--- src/rtl/alu_4_bit_pkg.sv ---
// Shared types and constants for the 4-bit ALU.
// Optional feature macro: ALU_4_BIT_OVERFLOW_EN (adds the signed Overflow flag).
package alu_4_bit_pkg;

  localparam int ALU_WIDTH = 4;

  typedef enum logic [3:0] {
    ADD   = 4'h0,
    SUB   = 4'h1,
    AND   = 4'h2,
    OR    = 4'h3,
    XOR   = 4'h4,
    NOTA  = 4'h5,
    SHL   = 4'h6,
    SHR   = 4'h7,
    INC   = 4'h8,
    DEC   = 4'h9,
    PASSA = 4'hA,
    PASSB = 4'hB,
    NAND  = 4'hC,
    NOR   = 4'hD,
    XNOR  = 4'hE,
    CMP   = 4'hF
  } alu_op_e;

  typedef struct packed {
    logic carry;
    logic zero;
    logic greater;
`ifdef ALU_4_BIT_OVERFLOW_EN
    logic overflow;
`endif
  } alu_flags_t;

endpackage

--- src/rtl/alu_4_bit_comb.sv ---
// Combinational datapath of the 4-bit ALU: result and flags from operands/opcode.
// Optional feature macro: ALU_4_BIT_OVERFLOW_EN (signed overflow for ADD/SUB/INC/DEC).
module alu_4_bit_comb
  import alu_4_bit_pkg::*;
(
  input  logic [ALU_WIDTH-1:0] a,
  input  logic [ALU_WIDTH-1:0] b,
  input  alu_op_e              op,
  output logic [ALU_WIDTH-1:0] result,
  output alu_flags_t           flags
);

  logic [ALU_WIDTH:0] sum_s;
  logic [ALU_WIDTH:0] diff_s;

  // Extended add/subtract so bit 4 carries the carry-out or the borrow.
  assign sum_s  = {1'b0, a} + {1'b0, b};
  assign diff_s = {1'b0, a} - {1'b0, b};

  // Opcode decode: result plus carry/borrow/shift-out; zero and greater follow.
  always_comb begin
    result        = 4'h0;
    flags         = '0;
    case (op)
      ADD:   begin result = sum_s[3:0];  flags.carry = sum_s[4];       end
      SUB:   begin result = diff_s[3:0]; flags.carry = diff_s[4];      end
      AND:   result = a & b;
      OR:    result = a | b;
      XOR:   result = a ^ b;
      NOTA:  result = ~a;
      SHL:   begin result = {a[2:0], 1'b0}; flags.carry = a[3];       end
      SHR:   begin result = {1'b0, a[3:1]}; flags.carry = a[0];       end
      INC:   begin result = a + 4'h1; flags.carry = (a == 4'hF);      end
      DEC:   begin result = a - 4'h1; flags.carry = (a == 4'h0);      end
      PASSA: result = a;
      PASSB: result = b;
      NAND:  result = ~(a & b);
      NOR:   result = ~(a | b);
      XNOR:  result = ~(a ^ b);
      CMP:   result = 4'h0;
      default: result = 4'h0;
    endcase

    if (op == CMP) begin
      flags.zero = (a == b);
    end else begin
      flags.zero = (result == 4'h0);
    end
    flags.greater = (a > b);

`ifdef ALU_4_BIT_OVERFLOW_EN
    // Signed overflow: result sign disagrees with what the operand signs imply.
    case (op)
      ADD:     flags.overflow = (a[3] == b[3]) && (result[3] != a[3]);
      SUB:     flags.overflow = (a[3] != b[3]) && (result[3] != a[3]);
      INC:     flags.overflow = (a == 4'h7);
      DEC:     flags.overflow = (a == 4'h8);
      default: flags.overflow = 1'b0;
    endcase
`endif
  end

endmodule

--- src/rtl/alu_4_bit.sv ---
// 4-bit ALU top: one-cycle registered result/flags with a valid strobe.
// Optional feature macro: ALU_4_BIT_OVERFLOW_EN (adds registered Overflow output).
module alu_4_bit
  import alu_4_bit_pkg::*;
#(
  parameter int WIDTH = ALU_WIDTH
) (
  input  logic             clk,
  input  logic             rst,
  input  logic             in_valid,
  input  logic [WIDTH-1:0] A,
  input  logic [WIDTH-1:0] B,
  input  logic [3:0]       ALU_Sel,
  output logic             out_valid,
  output logic [WIDTH-1:0] Result,
  output logic             Carry,
  output logic             Zero,
  output logic             Greater
`ifdef ALU_4_BIT_OVERFLOW_EN
  ,
  output logic             Overflow
`endif
);

  if (WIDTH != ALU_WIDTH) begin : g_width_check
    $error("alu_4_bit supports only WIDTH=4");
  end

  logic [ALU_WIDTH-1:0] res_s;
  alu_flags_t           flags_s;

  alu_4_bit_comb u_comb (
    .a      (A),
    .b      (B),
    .op     (alu_op_e'(ALU_Sel)),
    .result (res_s),
    .flags  (flags_s)
  );

  // Output registers: reset clears, a valid input loads, otherwise hold with out_valid low.
  always_ff @(posedge clk) begin
    if (rst) begin
      out_valid <= 1'b0;
      Result    <= 4'h0;
      Carry     <= 1'b0;
      Zero      <= 1'b0;
      Greater   <= 1'b0;
`ifdef ALU_4_BIT_OVERFLOW_EN
      Overflow  <= 1'b0;
`endif
    end else if (in_valid) begin
      out_valid <= 1'b1;
      Result    <= res_s;
      Carry     <= flags_s.carry;
      Zero      <= flags_s.zero;
      Greater   <= flags_s.greater;
`ifdef ALU_4_BIT_OVERFLOW_EN
      Overflow  <= flags_s.overflow;
`endif
    end else begin
      out_valid <= 1'b0;
    end
  end

endmodule

--- config.mk ---
export PLATFORM = sky130hd
export DESIGN_NAME = alu_4_bit
export DESIGN_NICKNAME = d
export VERILOG_FILES = /design/src/rtl/alu_4_bit_pkg.sv /design/src/rtl/alu_4_bit_comb.sv /design/src/rtl/alu_4_bit.sv
export SDC_FILE = /design/constraint.sdc
export NUM_CORES = 1
export LEC_CHECK = 0
export ABC_AREA = 1
export CAP_MARGIN = 30
export CORE_UTILIZATION = 45
export DETAILED_ROUTE_END_ITERATION = 10
export GPL_ROUTABILITY_DRIVEN = 0
export HOLD_SLACK_MARGIN = 0.02
export PLACE_DENSITY = 0.72
export SLEW_MARGIN = 10
export SYNTH_ARGS = -nofsm -noshare
export SYNTH_HDL_FRONTEND = slang
export SYNTH_SLANG_ARGS = --single-unit
--- constraint.sdc ---
create_clock -name clk -period 2.35 [get_ports clk]
set_input_delay 0.47 -clock clk [delete_from_list [all_inputs] [get_ports clk]]
set_output_delay 0.47 -clock clk [all_outputs]
set_load 0.02 [all_outputs]
== Word-level counts from Yosys, hierarchy flattened ==
Cells that the tools add are included.

* Flip-flop bits (word level): 8
* Input bits: 15
* Output and inout bits: 8
* Word-level logic and storage cells: 41

* $add $sub $neg: 4
* Magnitude comparators: 1
* Equal/unequal tests: 17
* Mux-type cells: 4
* Bitwise operators: 7
* Reductions and logical operators: 3

{| class="wikitable"
|+ Operators with widths
! operator !! number
|-
| one-hot mux 4 bit (16 select lines) || 1
|-
| == test 4 bit (second input constant) || 9
|-
| == test 4 x 3 -> 1 bit (second input constant) || 4
|-
| inverter 4 bit || 4
|-
| logical NOT 4 bit || 3
|-
| == test 4 x 2 -> 1 bit (second input constant) || 2
|-
| one-hot mux 1 bit (6 select lines) || 1
|-
| adder 4 x 4 -> 5 bit || 1
|-
| subtractor 4 x 4 -> 5 bit || 1
|-
| adder 4 x 1 -> 4 bit (second input constant) || 1
|-
| bitwise AND 4 bit || 1
|-
| == test 4 x 1 -> 1 bit (second input constant) || 1
|-
| == test 4 bit || 1
|-
| greater-than comparator 4 bit || 1
|-
| OR 4 bit || 1
|-
| subtractor 4 x 1 -> 4 bit (second input constant) || 1
|-
| bitwise XOR 4 bit || 1
|-
| two-way mux 1 bit || 2
|}

== Logic depth before layout (Yosys ltp) ==
Gate-level depths: netlist of run 1.

* Word-level depth: 5
* Mapped depth: 18
* Depth with buffers taken out: 18

== Hierarchy ==
A second synthesis of run 1 with hierarchy kept.

* Cells, all modules: 268
* Area, all modules: 1,400.1 µm²

{| class="wikitable"
|+ By module, submodules not included
! module !! times used !! cells an instance !! area each (µm²) !! sequential area each (µm²)
|-
| alu_4_bit_comb || 1 || 221 || 1,086.0 || 0.0
|-
| alu_4_bit || 1 || 47 || 314.1 || 160.2
|}

== Least setup slack after synthesis of run 1 ==
Ideal clock, no wire load.

* Path kind: input-to-reg
* Start: input ALU_Sel[0]
* End: register Zero
* Setup time: 0.070 ns
* Arrival: 1.858 ns
* Data required time: 2.280 ns
* Path slack: 0.423 ns
* Cell stages on the path: 17
* Path buffers: 0
* Cells stage by stage: inv_1 > nor2_2 > nand3_1 > nand2_1 > inv_1 > ha_1 > nand3_1 > nand2_1 > inv_1 > nand2_1 > nor2_1 > nand2_1 > nand2_1 > nand2_1 > nor2_1 > nand3_1 > a21oi_1

* Word-level cells in the longest chain between the ends: 4
* Elaborated cells between the ends (all ways): 19
* Classes of those cells: eq/ne (15); mux (2); reduce/logical (2)

{| class="wikitable"
|+ RTL lines
! item !! line !! RTL
|-
| start: declaration || alu_4_bit.sv:13 || <nowiki>input logic [3:0] ALU_Sel,</nowiki>
|-
| == test 4 bit, or another cell as far along || alu_4_bit_comb.sv:24, alu_4_bit_comb.sv:44 ||
|-
| one-hot mux 4 bit (16 select lines) || alu_4_bit_comb.sv:24 || <nowiki>case (op)</nowiki>
|-
| logical NOT 4 bit || alu_4_bit_comb.sv:47 || <nowiki>flags.zero = (result == 4'h0);</nowiki>
|-
| two-way mux 1 bit (*) || alu_4_bit_comb.sv:44 || <nowiki>if (op == CMP) begin</nowiki>
|-
| end signal: assignment || alu_4_bit.sv:55 || <nowiki>Zero <= flags_s.zero;</nowiki>
|-
| end: declaration || alu_4_bit.sv:17 || <nowiki>output logic Zero,</nowiki>
|}

Every way passes the cells marked *; elsewhere a longest branch is shown, timed or not.
A chain may end at the register's enable or synchronous reset.

== Worst setup path after layout of run 1 ==
* Start: input A[0]
* End: register Zero

* Word-level cells in the longest chain between the ends: 5
* Elaborated cells between the ends (all ways): 15
* Classes of those cells: add/sub (4); eq/ne (1); mux (2); bitwise (7); reduce/logical (1)

{| class="wikitable"
|+ RTL lines
! item !! line !! RTL
|-
| start: declaration || alu_4_bit.sv:11 || <nowiki>input logic [WIDTH-1:0] A,</nowiki>
|-
| branches (longest 4 deep; another with subtractor 4 x 1 -> 4 bit) || - ||
|-
| two-way mux 1 bit (*) || alu_4_bit_comb.sv:44 ||
|}

Mark *: on every way between the ends.

==> summary.txt, run 1 <==
Setup path
  – CP Cell Sequence: clkdlybuf4s50_1 > inv_1 > ha_2 > inv_2 > fa_1 > inv_1 > nand2_1 > nand2_1 > nor2_1 > nor2_1 > nand3_1 > nor2_1 > a21oi_2 > nor2_1 > nand3_1 > a21oi_1
  – Critical path launch point type: input port
  – CP Max Fanout: 2
  – CP top delay family: buffers and inverters
  – WS Path Type: in -> reg
  – CP most frequent cell: nor2_1
  – Endpoint type of the worst setup path: flip-flop
  – CP required: 2.55 ns
  – Arrival time worst endpoint: 2.47 ns
  – Slowest CP cell: clkdlybuf4s50_1
  – Bufs and invs on worst path: 4
  – Slowest stage delay, CP: 0.42 ns

Die
  – Die X: 56.8 um
  – Die height: 56.8 um
  – Die area: 0.00323 mm2
  – Initial Util: 48.2%
  – Boundary Pins: 23
  – Rows: 19
  – Core box area: 0.00281 mm2

Logic synthesis
  – Syn Std Cell Area: 0.00135 mm2
  – Post-Synth XOR/XNOR Area: 0.648%
  – Number of synthesized flops with an enable pin: 0
  – Syn_area_per_cell: 5.38 um2
  – Warnings from Yosys: 0
  – Post-Synthesis Cells: 251
  – Fraction of registers with async set/reset: 0%
  – Main synth FF type: dfxtp_1
  – Largest family of logic cells by synthesized area: simple AND/OR/NAND/NOR gates
  – Sequential area share after synthesis: 11.9%
  – Syn Nets: 281
  – Post-Synth Simple-Gate Area: 49.8%
  – Post-synth cell types: 23
  – Flops & latches, synth: 8
  – Complex-gate fraction of the synthesized area: 10.5%
  – Mux share of post-synthesis cell area: 0%
  – Post-synthesis adder-cell area fraction: 15.0%

Placed design
  – Buffers on Ports: 22
  – DP Cell Count: 347
  – Post-DP HPWL: 3.58 mm
  – Area after DPL: 0.00193 mm2
  – Dpl ws: -0.198 ns

STA
  – Setup TNS: 0 ns
  – Final Cycle Share: 96.9%
  – Setup violators final: 0
  – Slew Limit Headroom: 76.7%
  – Final Critical Period: 2.28 ns
  – Worst setup margin: 0.0736 ns
  – Worst-margin pin slew: 0.349 ns
  – Slew Viols, Final: 0
  – Final Hold Vio Count: 0
  – Setup Skew: 0 ns
  – WHS: 0.463 ns
  – Max Fclk: 439 MHz

Outcome
  – Status: finished with violations
  – Violated checks: design-rule violations

Final layout
  – Utilization after layout: 71.3%
  – Layout area overhead: 48.1%
  – Share of cells above drive strength 1: 20.2%
  – # fillers: 252
  – Ant. Diodes: 0
  – Final Cell Area: 0.00200 mm2
  – Finished Layout Cells: 352
  – # nets final: 353

Drt
  – DRT Wirelength: 4.39 mm
  – Drt first-iter violations: 137
  – Antenna viol nets, final: 0
  – Avg Vias per Cell: 5.16
  – Wire per inst: 12.5 um
  – Detailed Routing Iterations Pass 1: 10
  – Remaining DRCs: 2
  – Via count: 1816

Clocking
  – Sink Count: 8
  – CTS clock-pin slew for the worst setup and hold paths: 0.05 ns
  – Total CTS buffers: 3
  – Clock latency on the worst-skew pair: 0.26 ns
  – H-tree depth: 1
  – CTS tree: built
  – CTS Buffer Depth: 2
  – # hold bufs at CTS: 0
  – Root Driver: clkbuf_4

Power
  – Leakage: 1.12 nW
  – Cell Pwr Density: 295 mW/mm2
  – Tot Pwr: 0.591 mW
  – VDD IR max: 0.000377 V

GRT
  – Overall Global Routing Usage: 29.7%
  – Initial antenna violation count: 0
  – Vias in the first global route: 1682
  – Largest net degree at the start of global routing: 9
  – First-pass GRT wire length: 7.49 mm
  – Grt ovf: 0

Run
  – Max Cap Violations: 0

Worst hold path
  – Min-delay worst type: reg -> reg
cell usage after synthesis (all sizes together) (2+ instances only):
library cell,number,area (um2)
o21ai,8,40.0
nand4,2,12.5
dfxtp,8,160
ha,13,163
nor2,36,148
inv,44,165
a21oi,11,58.8
nand3,31,155
o21bai,2,18.8
nor3,5,25.0
nand2,82,313
fa,2,40.0
or2,2,12.5
worst reg2reg max path, cell delays in order (launching register included):
cell and delay, ns:
dfxtp_1 0.30, o21ai_0 0.14, a21oi_1 0.06
cells by family (layout without fill, tap and decap cells):
kind of cell | after synthesis | after routing
flops | 8 | 8
xor+xnor | 1 | 1
compound gates | 24 | 24
buf+inv | 44 | 114
fa+ha+maj | 15 | 15
simple gates | 159 | 159
sequential cells by signal, summed over array words and instances, names as in the netlist:
register	cells
Zero	1
out_valid	1
Greater	1
Carry	1
Result	4
path summary, 6_finish.rpt:
| path | start | endpoint | slack [ns] | depth (start not counted) |
|---|---|---|---|---|
| setup / recovery | A[0] | Zero | 0.07 | 16 |
| hold / removal | Carry | Carry | 0.46 | 2 |
| setup reg to reg | Greater | Greater | 1.74 | 2 |
| hold reg to reg | Carry | Carry | 0.46 | 2 |
per-layer routing:
metal	routed length (um)	vias up	track usage (%)
met5	0	-	0
met4	82	0	8.71
met3	371	10	3.92
met2	1950	80	47.8
met1	1990	796	41.3
li1	-	930	-
final cells by class:
type,count,area [um2],area share (%)
inverters,44,165,8.26
clock buffers,3,22.5,1.13
flip-flops and latches,8,160,8.01
multi-input cells,199,1050,52.4
well taps,31,38.8,1.94
repair buffers,67,566,28.3
layout by cell type, fill, tap and decap left out, types with 2 or more instances in the layout:
cell,n
dfxtp_1,8
dlymetal6s2s_1,3
a21oi_1,8
nor2_4,2
ha_1,12
fa_1,2
nand4_1,2
inv_1,41
nand2_2,3
inv_2,3
buf_4,45
nor2_1,33
or2_2,2
nand2_1,79
a21oi_2,3
o21ai_0,8
clkbuf_4,3
nand3_1,30
clkdlybuf4s50_1,19
nor3_1,5
timing repair:
| item | CTS | global route |
|---|---|---|
| endpoints found under the setup margin | 0 | 1 |
| resized for setup | 0 | 12 |
| setup buffers | 0 | 2 |
power by group:
part / internal (mW) / switching [mW] / total, mW
logic: 0.155 / 0.178 / 0.333
clock network: 0.0586 / 0.0492 / 0.108
registers: 0.146 / 0.00432 / 0.150
total: 0.359 / 0.232 / 0.591
No activity file was read; power rests on OpenSTA's default activity.
==> inputs of run 2 (changes only) <==
- CAP_MARGIN: 30 -> 20
- clock period: 2.35 -> 2.2 ns (I/O delays scaled with it)
==> summary.txt, run 2 (same netlist as run 1, synthesis figures left out) <==
Die
  – Initial Util: 48.2% (unchanged)
  – Die area: 0.00323 mm2 (unchanged)
  – Die height: 56.8 um (unchanged)
  – Boundary Pins: 23 (unchanged)
  – Die X: 56.8 um (unchanged)
  – Rows: 19 (unchanged)
  – Core box area: 0.00281 mm2 (unchanged)

Drt
  – Antenna viol nets, final: 0 (unchanged)
  – DRT Wirelength: 5.06 mm (+15%)
  – Detailed Routing Iterations Pass 1: 8 (-2)
  – Avg Vias per Cell: 5.35 (+3.7%)
  – Drt first-iter violations: 179 (+31%)
  – Remaining DRCs: 3 (+1)
  – Via count: 1984 (+9.3%)
  – Wire per inst: 13.6 um (+9.3%)

Worst hold path
  – Hold Path Origin: Result[2]
  – Min-delay worst type: reg -> reg

Clocking
  – Root Driver: clkbuf_4
  – Sink Count: 8 (unchanged)
  – CTS clock-pin slew for the worst setup and hold paths: 0.06 ns (about the same)
  – CTS Buffer Depth: 2 (unchanged)
  – Total CTS buffers: 3 (unchanged)
  – H-tree depth: 1 (unchanged)
  – CTS tree: built
  – Clock latency on the worst-skew pair: 0.26 ns (about the same)
  – # hold bufs at CTS: 0 (unchanged)

Setup path
  – CP most frequent cell: nand2_1
  – WS Path Type: in -> reg
  – Worst Setup SP: B[0]
  – Endpoint type of the worst setup path: flip-flop
  – CP Cell Sequence: dlygate4sd2_1 > ha_1 > inv_2 > fa_2 > nand3_1 > nand2_1 > inv_1 > nand2_1 > nor2_1 > nand2_1 > nand2_1 > nand2_1 > nor2_1 > nand3_1 > a21oi_1
  – CP required: 2.39 ns (-0.16 ns)
  – Bufs and invs on worst path: 3 (-1)
  – CP Max Fanout: 3 (+1)
  – Arrival time worst endpoint: 2.31 ns (-0.16 ns)
  – Slowest stage delay, CP: 0.43 ns (about the same)
  – Critical path launch point type: input port
  – Reg-to-reg critical path startpoint: Carry
  – CP top delay family: simple AND/OR/NAND/NOR gates
  – Slowest CP cell: fa_2

Outcome
  – Status: finished with violations
  – Violated checks: design-rule violations

Final layout
  – Commonest non-fill, non-tap cell in the layout: nand2_1
  – Max FFs per register: 4 (unchanged)
  – Utilization after layout: 77.0% (+5.7 points)
  – Ant. Diodes: 0 (unchanged)
  – Most flop-heavy register: Result
  – Layout area overhead: 59.9%
  – Finished Layout Cells: 371 (+5.4%)
  – Final Cell Area: 0.00216 mm2 (+8.0%)
  – # nets final: 372 (+5.4%)
  – Share of cells above drive strength 1: 25.6% (+5.3 points)
  – Most frequent cells in the layout: nand2_1 (80), buf_4 (64), inv_1 (39)

GRT
  – Vias in the first global route: 1811 (+7.7%)
  – First-pass GRT wire length: 8.07 mm (+7.7%)
  – Grt ovf: 0 (unchanged)
  – Overall Global Routing Usage: 32.3% (+2.6 points)
  – Initial antenna violation count: 0 (unchanged)
  – Largest net degree at the start of global routing: 9 (unchanged)

STA
  – Slew Viols, Final: 0 (unchanged)
  – Setup Skew: 0 ns (unchanged)
  – Final Hold Vio Count: 0 (unchanged)
  – Setup TNS: 0 ns (unchanged)
  – Max Fclk: 471 MHz
  – Final Cycle Share: 96.4%
  – Unrepaired setup endpoints after global routing: false
  – Slew Limit Headroom: 76.3% (-0.31 points)
  – WHS: 0.475 ns (+0.0118 ns)
  – Final Critical Period: 2.12 ns
  – Worst setup margin: 0.0789 ns (+0.00531 ns)
  – Worst-margin pin slew: 0.352 ns (+0.00326 ns)
  – Setup violators final: 0 (unchanged)

Power
  – Leakage: 1.22 nW (+9.3%)
  – Tot Pwr: 0.676 mW (+14%)
  – Cell Pwr Density: 313 mW/mm2 (+5.9%)
  – VDD IR max: 0.000400 V (+6.2%)

Placed design
  – Buffers on Ports: 22 (unchanged)
  – Area after DPL: 0.00207 mm2 (+7.0%)
  – Post-DP HPWL: 3.92 mm (+9.5%)
  – DP Cell Count: 365 (+5.2%)
  – Dpl ws: -0.327 ns (-0.129 ns)

Run
  – Max Cap Violations: 0 (unchanged)
## run 2: worst min-delay path: stages, from the launching register on
cell and delay, ns:
dfxtp_1 0.30, nand3_1 0.07, nand2_1 0.05
## run 2: layout make-up
class	instances	area, um2
Fill cell	232	644
Multi-Input combinational cell	199	1070
Tap cell	31	38.8
Clock buffer	3	22.5
Timing Repair Buffer	86	706
Sequential cell	8	160
Inverter	44	165
## run 2: worst paths after layout
kind              cells past startpoint        end  slack [ns]
setup reg to reg                      2      Carry        1.52
hold reg to reg                       2  Result[2]        0.47
setup / recovery                     15       Zero        0.08
hold / removal                        2  Result[2]        0.47
## run 2: power by group
group	total (mW)	internal, mW	switching, mW
Combinational	0.394	0.189	0.205
Sequential	0.161	0.156	0.00526
Clock	0.121	0.0630	0.0576
Total	0.676	0.408	0.268
## run 2: routing by layer
layer  up-vias  GRT usage (%)  part of all wire [%]
li1        966              -                     -
met1       857           40.5                    39
met2       129           55.1                    46
met3        32           5.53                    10
met4         0           11.8                   4.3
met5         -              0                     0
## run 2: repair_timing
item	CTS	global route
gates resized for setup	10	11
pin swaps	4	2
endpoints found under the setup margin	1	3
buffers inserted	3	0
